### src/rtl/updown_counter_n.sv
// ---------------------------------------------------------------------------
// updown_counter_n
//
// Parametrised N-bit up/down counter with a programmable modulus
// (0..MAX_COUNT), synchronous load with clamping, count enable, and a choice
// of wrap-around or saturate behaviour at the range boundaries.
//
// Parameters
//   WIDTH      counter width in bits (>= 1)
//   MAX_COUNT  highest count value, must fit in WIDTH bits
//   SATURATE   0 = wrap at the boundaries, 1 = hold at the boundaries
//
// Ports
//   clk    in   1      rising-edge clock
//   reset  in   1      synchronous, active-high reset
//   en     in   1      count enable; q holds when low
//   x      in   1      direction: 0 = up, 1 = down
//   load   in   1      synchronous load strobe (overrides en)
//   d      in   WIDTH  load value, clamped to MAX_COUNT
//   q      out  WIDTH  current count (registered)
//   l      out  1      terminal-count indicator, decoded from q and x
//   wrap   out  1      one-cycle registered pulse after a wrap-around edge
// ---------------------------------------------------------------------------
module updown_counter_n #(
  parameter int WIDTH     = 4,
  parameter int MAX_COUNT = 9,
  parameter int SATURATE  = 0
) (
  input  logic             clk,
  input  logic             reset,
  input  logic             en,
  input  logic             x,
  input  logic             load,
  input  logic [WIDTH-1:0] d,
  output logic [WIDTH-1:0] q,
  output logic             l,
  output logic             wrap
);

  localparam logic [WIDTH-1:0] MAX  = WIDTH'(MAX_COUNT);
  localparam logic [WIDTH-1:0] ZERO = '0;
  localparam logic [WIDTH-1:0] ONE  = WIDTH'(1);
  localparam bit               SAT  = (SATURATE != 0);

  logic [WIDTH-1:0] r_q;
  logic             r_wrap;

  logic [WIDTH-1:0] w_q_next;
  logic             w_wrap_next;

  // Next-state decode. Priority below reset: load > en > hold.
  // NOTE: every signal assigned in always_comb gets a default first, so no
  // path through the if/else tree can leave it unassigned and infer a latch.
  always_comb begin
    w_q_next    = r_q;
    w_wrap_next = 1'b0;

    if (load) begin
      // Clamp keeps q inside 0..MAX_COUNT no matter what d carries.
      w_q_next = (d > MAX) ? MAX : d;
    end else if (en) begin
      if (!x) begin
        if (r_q < MAX) begin
          w_q_next = r_q + ONE;
        end else begin
          // q == MAX (or an out-of-range value): wrap to 0 or pin at MAX.
          w_q_next    = SAT ? MAX : ZERO;
          w_wrap_next = !SAT;
        end
      end else begin
        if (r_q != ZERO) begin
          w_q_next = r_q - ONE;
        end else begin
          w_q_next    = SAT ? ZERO : MAX;
          w_wrap_next = !SAT;
        end
      end
    end
  end

  // State register with synchronous reset; reset also drops a pending wrap.
  // NOTE: sequential state uses non-blocking assignments so every flop
  // samples the pre-edge values regardless of statement order.
  always_ff @(posedge clk) begin
    if (reset) begin
      r_q    <= '0;
      r_wrap <= 1'b0;
    end else begin
      r_q    <= w_q_next;
      r_wrap <= w_wrap_next;
    end
  end

  // Terminal count depends on the live direction input, so a change on x
  // is reflected on l without waiting for a clock edge.
  assign l    = x ? (r_q == ZERO) : (r_q == MAX);
  assign q    = r_q;
  assign wrap = r_wrap;

endmodule

### config.mk
export PLATFORM = sky130hd
export DESIGN_NAME = updown_counter_n
export DESIGN_NICKNAME = d
export VERILOG_FILES = /design/src/rtl/updown_counter_n.sv
export SDC_FILE = /design/constraint.sdc
export NUM_CORES = 1
export LEC_CHECK = 0
export BUFFER_PORTS_ARGS = -buffer_cell sky130_fd_sc_hd__buf_4
export CAP_MARGIN = 25
export CORE_MARGIN = 5
export CORE_UTILIZATION = 36
export CTS_CLUSTER_DIAMETER = 150
export CTS_CLUSTER_SIZE = 12
export DETAILED_ROUTE_END_ITERATION = 10
export GPL_TIMING_DRIVEN = 1
export PLACE_DENSITY = 0.62
export SLEW_MARGIN = 5
export SYNTH_ARGS = -nofsm -noshare
export SYNTH_HDL_FRONTEND = slang
export SYNTH_SLANG_ARGS = --single-unit
export TNS_END_PERCENT = 100
### constraint.sdc
create_clock -name clk -period 2.7 [get_ports clk]
set_clock_uncertainty 0.2 [all_clocks]
set_input_delay 0.135 -clock clk [delete_from_list [all_inputs] [get_ports clk]]
set_output_delay 0.135 -clock clk [all_outputs]
set_load 0.05 [all_outputs]
==> impl_results.md, run 1 <==
- Flops & latches, synth: 5
- Overflow after GRT: 0
- Critical Path Sink Type: register
- Nets: 96
- Clock root buffer: clkbuf_4
- Drt total wl: 1310 um
- Final slew viol count: 0
- Die width: 47.6 um
- Max cap viols: 0
- Crit Reg-Reg Startpoint: q[0]
- HP Class: in2reg
- Via density: about 5.5
- Fraction of layout cells with a size suffix above 1: 25.6%
- Met3 wire length: 56 um
- Initial core utilization: 38.6%
- Fillers: 132
- Via count: 530
- Final hold viol count: 0
- Crit share post-route: around 90%
- Slowest CP cell: dlygate4sd3_1
- Total power density per cell area: 447 nW/um^2
- Worst-Skew Late Latency: 240 ps
- Period minus WS final: roughly 2400 ps
- Rows: 13
- Final TNS setup: 0 ps
- Gate Count Post-Synth: 63
- Post_cts resized: 0
- CTS HTree Levels: 1
- CP Max Fanout: 9
- Synth warn: 0
- CTS tree: built
- Critical Path, Cell by Cell: inv_1 -> ha_1 -> a211o_1 -> a221oi_2 -> o41ai_2 -> dlygate4sd3_1
- Share of the synthesized area in the top cell type: 19.7%
- Die H: ~48 um
- Commonest non-fill, non-tap cells in the layout: 14 x buf_4, 5 x nand2_1, 5 x dlygate4sd3_1, 5 x dfxtp_1
- Max stage delay on crit path: 540 ps
- Post-DP HPWL: 978 um
- Antenna Cells: 0
- Leakage power: 0.287 nW
- Gpl congestion: 0.732
- Pre-antenna DRT Iters: 4
- CP arrival: 2300 ps
- Endpoints failing setup: 0
- Sequential area share after synthesis: 19.7%
- Syn Area/Cell: around 8.1 um^2
- Total power: around 300 uW
- Cell variety after synth: 29
- TritonCTS Sinks: 5
- CP delay by family, top: buffers and inverters
- Vias in the first global route: 484
- Buffers and inverters on the worst path: 2
- Post-synthesis cell area: a little over 500 um^2
- Area leader, netlist: dfxtp_1
- Area Growth Syn to Fin: 33.3%
- Critical Path RT: ~2600 ps
- Pin count of the biggest net entering global routing: 13
- Register area: 100 um^2
- Maximum vdd drop: 0.000312 V
- DRC Markers: 0
- Top routing layer in use: met4
- PortBufs: 14
- WL/cell: roughly 13 um
- Multi-input logic area: about 360 um^2
- Fmax: 421 MHz
- Worst reg2reg endpoint: q[3]
- DRT iter0 DRCs: 11
- Outcome: completed
- R2R Setup Slk: 330 ps
- RSZ-0062 raised after global routing: false
- CP Launch Type: register
- CTS max path bufs: 2
- Largest cells by area after synthesis: dfxtp_1 20%, ha_1 9.9%, o311ai_4 5.2%
- FF-to-FF path depth: 6
- Metal-1 WL: 556 um
- Hold Crit Endpoint: q[1]
- First-pass GRT wire length: 2070 um
- Met2 wire length: 672 um
- TritonCTS Buffers: 3
- Ports: 15
- Leading cell type in the layout, fill and taps excluded: buf_4
- Slew at the pin closest to its max-slew limit: 460 ps
- DIE AREA: 2260 um^2
- Critical path type: reg2reg
- Clk slew on worst S/H paths: about 40 ps
- WHS Path Cells: 3
- Total track usage: 13.3%
- Antenna-violating nets left: 0
- Hold path startpoint: d[1]
- Rel. slew slack: 69.3%
- Core ar.: 1320 um^2
- Net count after synthesis: 76
- Antenna violations before repair: 0
worst max-delay path by stage:
stage | startpoint | slack, ps | end | cells past startpoint
after global placement | q[0] | 940 | q[3] | 5
after floorplan | q[3] | 510 | l | 4
after global routing | q[0] | 260 | q[3] | 6
after CTS | q[0] | 340 | q[3] | 6
final | q[0] | 330 | q[3] | 6
after detailed placement | q[0] | 890 | q[3] | 5
metal layers:
layer / up-vias / GRT usage (%)
met5: - / 0
met4: 0 / 9.68
met3: 4 / 3.01
met2: 17 / 21.4
met1: 239 / 15.3
li1: 270 / -
synthesized netlist by cell type:
library cell  count
dfxtp_1           5
nand2_1           5
a21oi_1           4
ha_1              4
inv_1             4
nor2_1            4
o21ai_0           4
nand2b_1          3
nor2b_1           3
nor3_1            3
nor4b_1           3
a31oi_1           2
buf_6             2
nand3b_1          2
a211o_1           1
a211oi_1          1
a21boi_0          1
a221oi_2          1
buf_2             1
clkbuf_1          1
nand3_1           1
nor4_1            1
o211ai_1          1
o22ai_1           1
o311ai_4          1
o31a_1            1
o31ai_1           1
o41ai_2           1
or2_4             1
cell families after synthesis:
group	share of synthesized area (%)
compound gates	32.3
fa+ha+maj	9.85
buf+inv	9.11
flops	19.7
simple gates	29.1
state kept, by name, indices dropped and copies added (netlist names):
name / cells
wrap: 1
q: 4
repair_timing:
item                                   4_1_cts  5_1_grt
hold buffers                                 5        0
setup buffers                                0        0
endpoints found under the hold margin        5        0
metrics by stage:
| step | worst slack [ps] | instance area [um^2] | hold WS, ps | util (%) | instances |
|---|---|---|---|---|---|
| 4_1_cts | 339 | 677 | 70.7 | 51.4 | 97 |
| 5_1_grt | 261 | 677 | 94.5 | 51.4 | 97 |
| 2_1_floorplan | 506 | 508 | 4.41 | - | 63 |
| 6_report | 326 | 677 | 80.3 | 51.4 | 97 |
| 3_3_place_gp | 935 | 601 | 148 | 45.6 | 88 |
| 3_5_place_dp | 887 | 601 | 166 | 45.6 | 88 |
tightest hold or removal path, stage by stage:
cell	delay, ps
buf_4	90
a31oi_1	70
a31oi_1	170
area by class of cell:
class	count	area share, %
clock buffer	4	3.88
inverter	4	2.22
timing repair buffer	19	22.9
multi-input combinational	50	53.4
tap	15	2.77
sequential	5	14.8
where the power goes:
part           leakage [nW]  internal, mW  switching, mW
clock                0.0150        0.0558         0.0296
sequential           0.0413        0.0797         0.0129
combinational         0.230        0.0537         0.0706
Note: power is estimated with default switching activity, not from simulation.
==> inputs of run 2 (changes only) <==
--- a/config.mk
+++ b/config.mk
@@ -5,13 +5,14 @@
 export SDC_FILE = /design/constraint.sdc
 export NUM_CORES = 1
 export LEC_CHECK = 0
+export ABC_AREA = 1
 export BUFFER_PORTS_ARGS = -buffer_cell sky130_fd_sc_hd__buf_4
 export CAP_MARGIN = 25
-export CORE_MARGIN = 5
-export CORE_UTILIZATION = 36
+export CORE_AREA = 5 5 42 44
 export CTS_CLUSTER_DIAMETER = 150
 export CTS_CLUSTER_SIZE = 12
 export DETAILED_ROUTE_END_ITERATION = 10
+export DIE_AREA = 0 0 47 49
 export GPL_TIMING_DRIVEN = 1
 export PLACE_DENSITY = 0.62
 export SLEW_MARGIN = 5
==> run 2 against run 1 <==
Global-route usage fell by 2.2 points. Wire length shrank 12%. Clock power fell by 0.8%. First-iteration DRC count shrank 36%. Flip-flop and latch count did not move. Die area rose by 1.8%. Maximum frequency up 26%. Count of clock-buffer cells in the layout did not move. Via count is 3.8% lower. Total power is 4.5% lower. Utilization decreased by 6.7 points. Largest power group unchanged. Highest routed layer is now met3.
==> impl_results.md, run 2 <==
- Outcome: completed
- Antenna violations before repair: 0
- Maximum vdd drop: 0.000210 V
- Antenna-violating nets left: 0
- Flops & latches, synth: 5
- Syn Area/Cell: between 6 and 7 um^2
- CTS tree: built
- Via count: 510
- Worst-Skew Late Latency: 240 ps
- CTS HTree Levels: 1
- Slew at the pin closest to its max-slew limit: between 400 and 500 ps
- Core ar.: about 1400 um^2
- Leading cell type in the layout, fill and taps excluded: nand2_1
- First-pass GRT wire length: 1910 um
- Top-count cell post-synth: nand2_1
- PnR worst setup slack: 824 ps
- CTS max path bufs: 2
- CP Max Fanout: 7
- Area leader, netlist: dfxtp_1
- Critical Path Sink Type: primary output
- Gpl congestion: 0.757
- Switch share: 38.4%
- Share of the synthesized area in the top cell type: 21.1%
- Post-DP HPWL: 905 um
- HP Class: in2reg
- Die H: 49 um
- Gate Count Post-Synth: 74
- Fraction of layout cells with a size suffix above 1: 30.4%
- Sequential area share after synthesis: 21.1%
- CP Launch Type: register
- Drt total wl: 1150 um
- Post-synthesis cell area: approximately 480 um^2
- Total track usage: 11.1%
- Crit share post-route: between 60 and 70%
- Via density: 4.72
- PortBufs: 14
- Sw Pwr: 111 uW
- DIE AREA: between 2000 and 2500 um^2
- Flop pwr share: 31.9%
- Final hold viol count: 0
- Pre-antenna DRT Iters: 4
- Net count after synthesis: 87
- Die width: 47 um
- Largest cells by area after synthesis: dfxtp_1 21%, nand2_1 13%, ha_1 11%
- Pin count of the biggest net entering global routing: 10
- Overflow after GRT: 0
- Postcts setup bufs: 0
- Placed Cells: 103
- Total power: 289 uW
- Initial core utilization: approximately a third
- Antenna Cells: 0
- Final TNS setup: 0 ps
- Leakage power: 0.319 nW
- Nets: 106
- Ports: 15
- Synth warn: 0
- Int Power: between 150 and 200 uW
- Fmax: around 530 MHz
- Dpl ws: 1010 ps
- Rel. slew slack: between 70% and 80%
- WL/cell: 10.6 um
- Final core utilization: between 40 and 50%
- CP arrival: 1540 ps
- Rows: 14
- Clock power share: 29.3%
- Cell variety after synth: 19
- Period minus WS final: 1880 ps
- TritonCTS Buffers: 3
- DRT iter0 DRCs: 7
- DRC Markers: 0
- Clk slew on worst S/H paths: 40 ps
- Vias in the first global route: 453
- Max FFs per register: 4
- Synth cell count leaders: 16 x nand2_1, 11 x inv_1
- Comb pwr share: 38.8%
- Max cap viols: 0
- Top FF cell, synth: dfxtp_1
- Final slew viol count: 0
- Total power density per cell area: 461 nW/um^2
- Async SR Flop Fraction: 0%
- Area Growth Syn to Fin: 31.6%
- Endpoints failing setup: 0
- Finished Layout Cells: roughly 110
- Clock root buffer: clkbuf_4
- RSZ-0062 raised after global routing: false
- Commonest non-fill, non-tap cells in the layout: 16 x nand2_1, 14 x buf_4, 11 x inv_1
- EDFF count, synth: 0
- Critical Path RT: 2370 ps
- Critical path type: reg2out
- TritonCTS Sinks: 5
-- run 2: cell types whose count changed after synthesis, sizes merged, moves of 2 or more --
cell,before,now
o21ai,4,7
nor2,4,7
nor2b,3,0
nand2,5,18
buf,3,1
inv,4,13
nand2b,3,0
nand3b,2,0
nor4b,3,0
a31oi,2,0
nor3,3,0
a21oi,4,8
nand3,1,7
-- run 2: worst paths after layout --
| check | end | startpoint | slack (ps) | cells after the start |
|---|---|---|---|---|
| max | l | q[0] | 820 | 5 |
| max reg2reg | q[1] | q[0] | 970 | 10 |
| min reg2reg | q[3] | q[3] | 410 | 2 |
| min | q[2] | d[2] | 3 | 3 |
-- run 2: cell type report --
type | instances | area [um^2]
Multi-Input combinational cell | 55 | 315
Fill cell | 153 | 776
Inverter | 13 | 48.8
Timing Repair Buffer | 15 | 115
Tap cell | 16 | 20.0
Sequential cell | 5 | 100
Clock buffer | 4 | 26.3
-- run 2: cells by family (layout without fill, tap and decap cells) --
kind of cell / count (synthesis) / count (layout) / synth area share [%]
fa+ha+maj: 4 / 4 / 10.5
compound gates: 15 / 15 / 18.2
buf+inv: 14 / 32 / 12.6
xor+xnor: 2 / 2 / 3.68
simple gates: 34 / 34 / 33.9
flops: 5 / 5 / 21.1
-- run 2: worst max-delay path, stage by stage, from the launching register on --
cell	delay (ps)
dfxtp_1	470
inv_1	160
ha_1	280
nand3_2	110
o21ai_0	90
buf_4	200
-- run 2: repair_timing --
item                      CTS  global route
hold endpoints to repair    3             0
hold buffers                1             0
resized for setup           0             0
-- run 2: power by group through the flow --
stage,logic (mW),clock network [mW],registers (mW)
after floorplan,0.0657,0,0.106
after global placement,0.111,0,0.0929
after detailed placement,0.111,0,0.0933
after CTS,0.112,0.0868,0.0920
after global routing,0.123,0.0922,0.0935
final,0.112,0.0847,0.0920
-- run 2: per-layer routing --
layer	wire length, um	GRT usage [%]	up-vias
li1	-	-	272
met1	512	14.7	224
met2	591	16.7	14
met3	42	1.48	0
met4	0	5.53	0
met5	0	0	-
-- run 2: stage by stage --
| stage | instance area, um^2 | hold WS [ps] |
|---|---|---|
| 2_1_floorplan | 475 | -2.56 |
| 5_1_grt | 626 | 26.9 |
| 4_1_cts | 626 | 2.72 |
| 3_5_place_dp | 589 | 126 |
| 3_3_place_gp | 589 | 124 |
| 6_report | 626 | 3.21 |
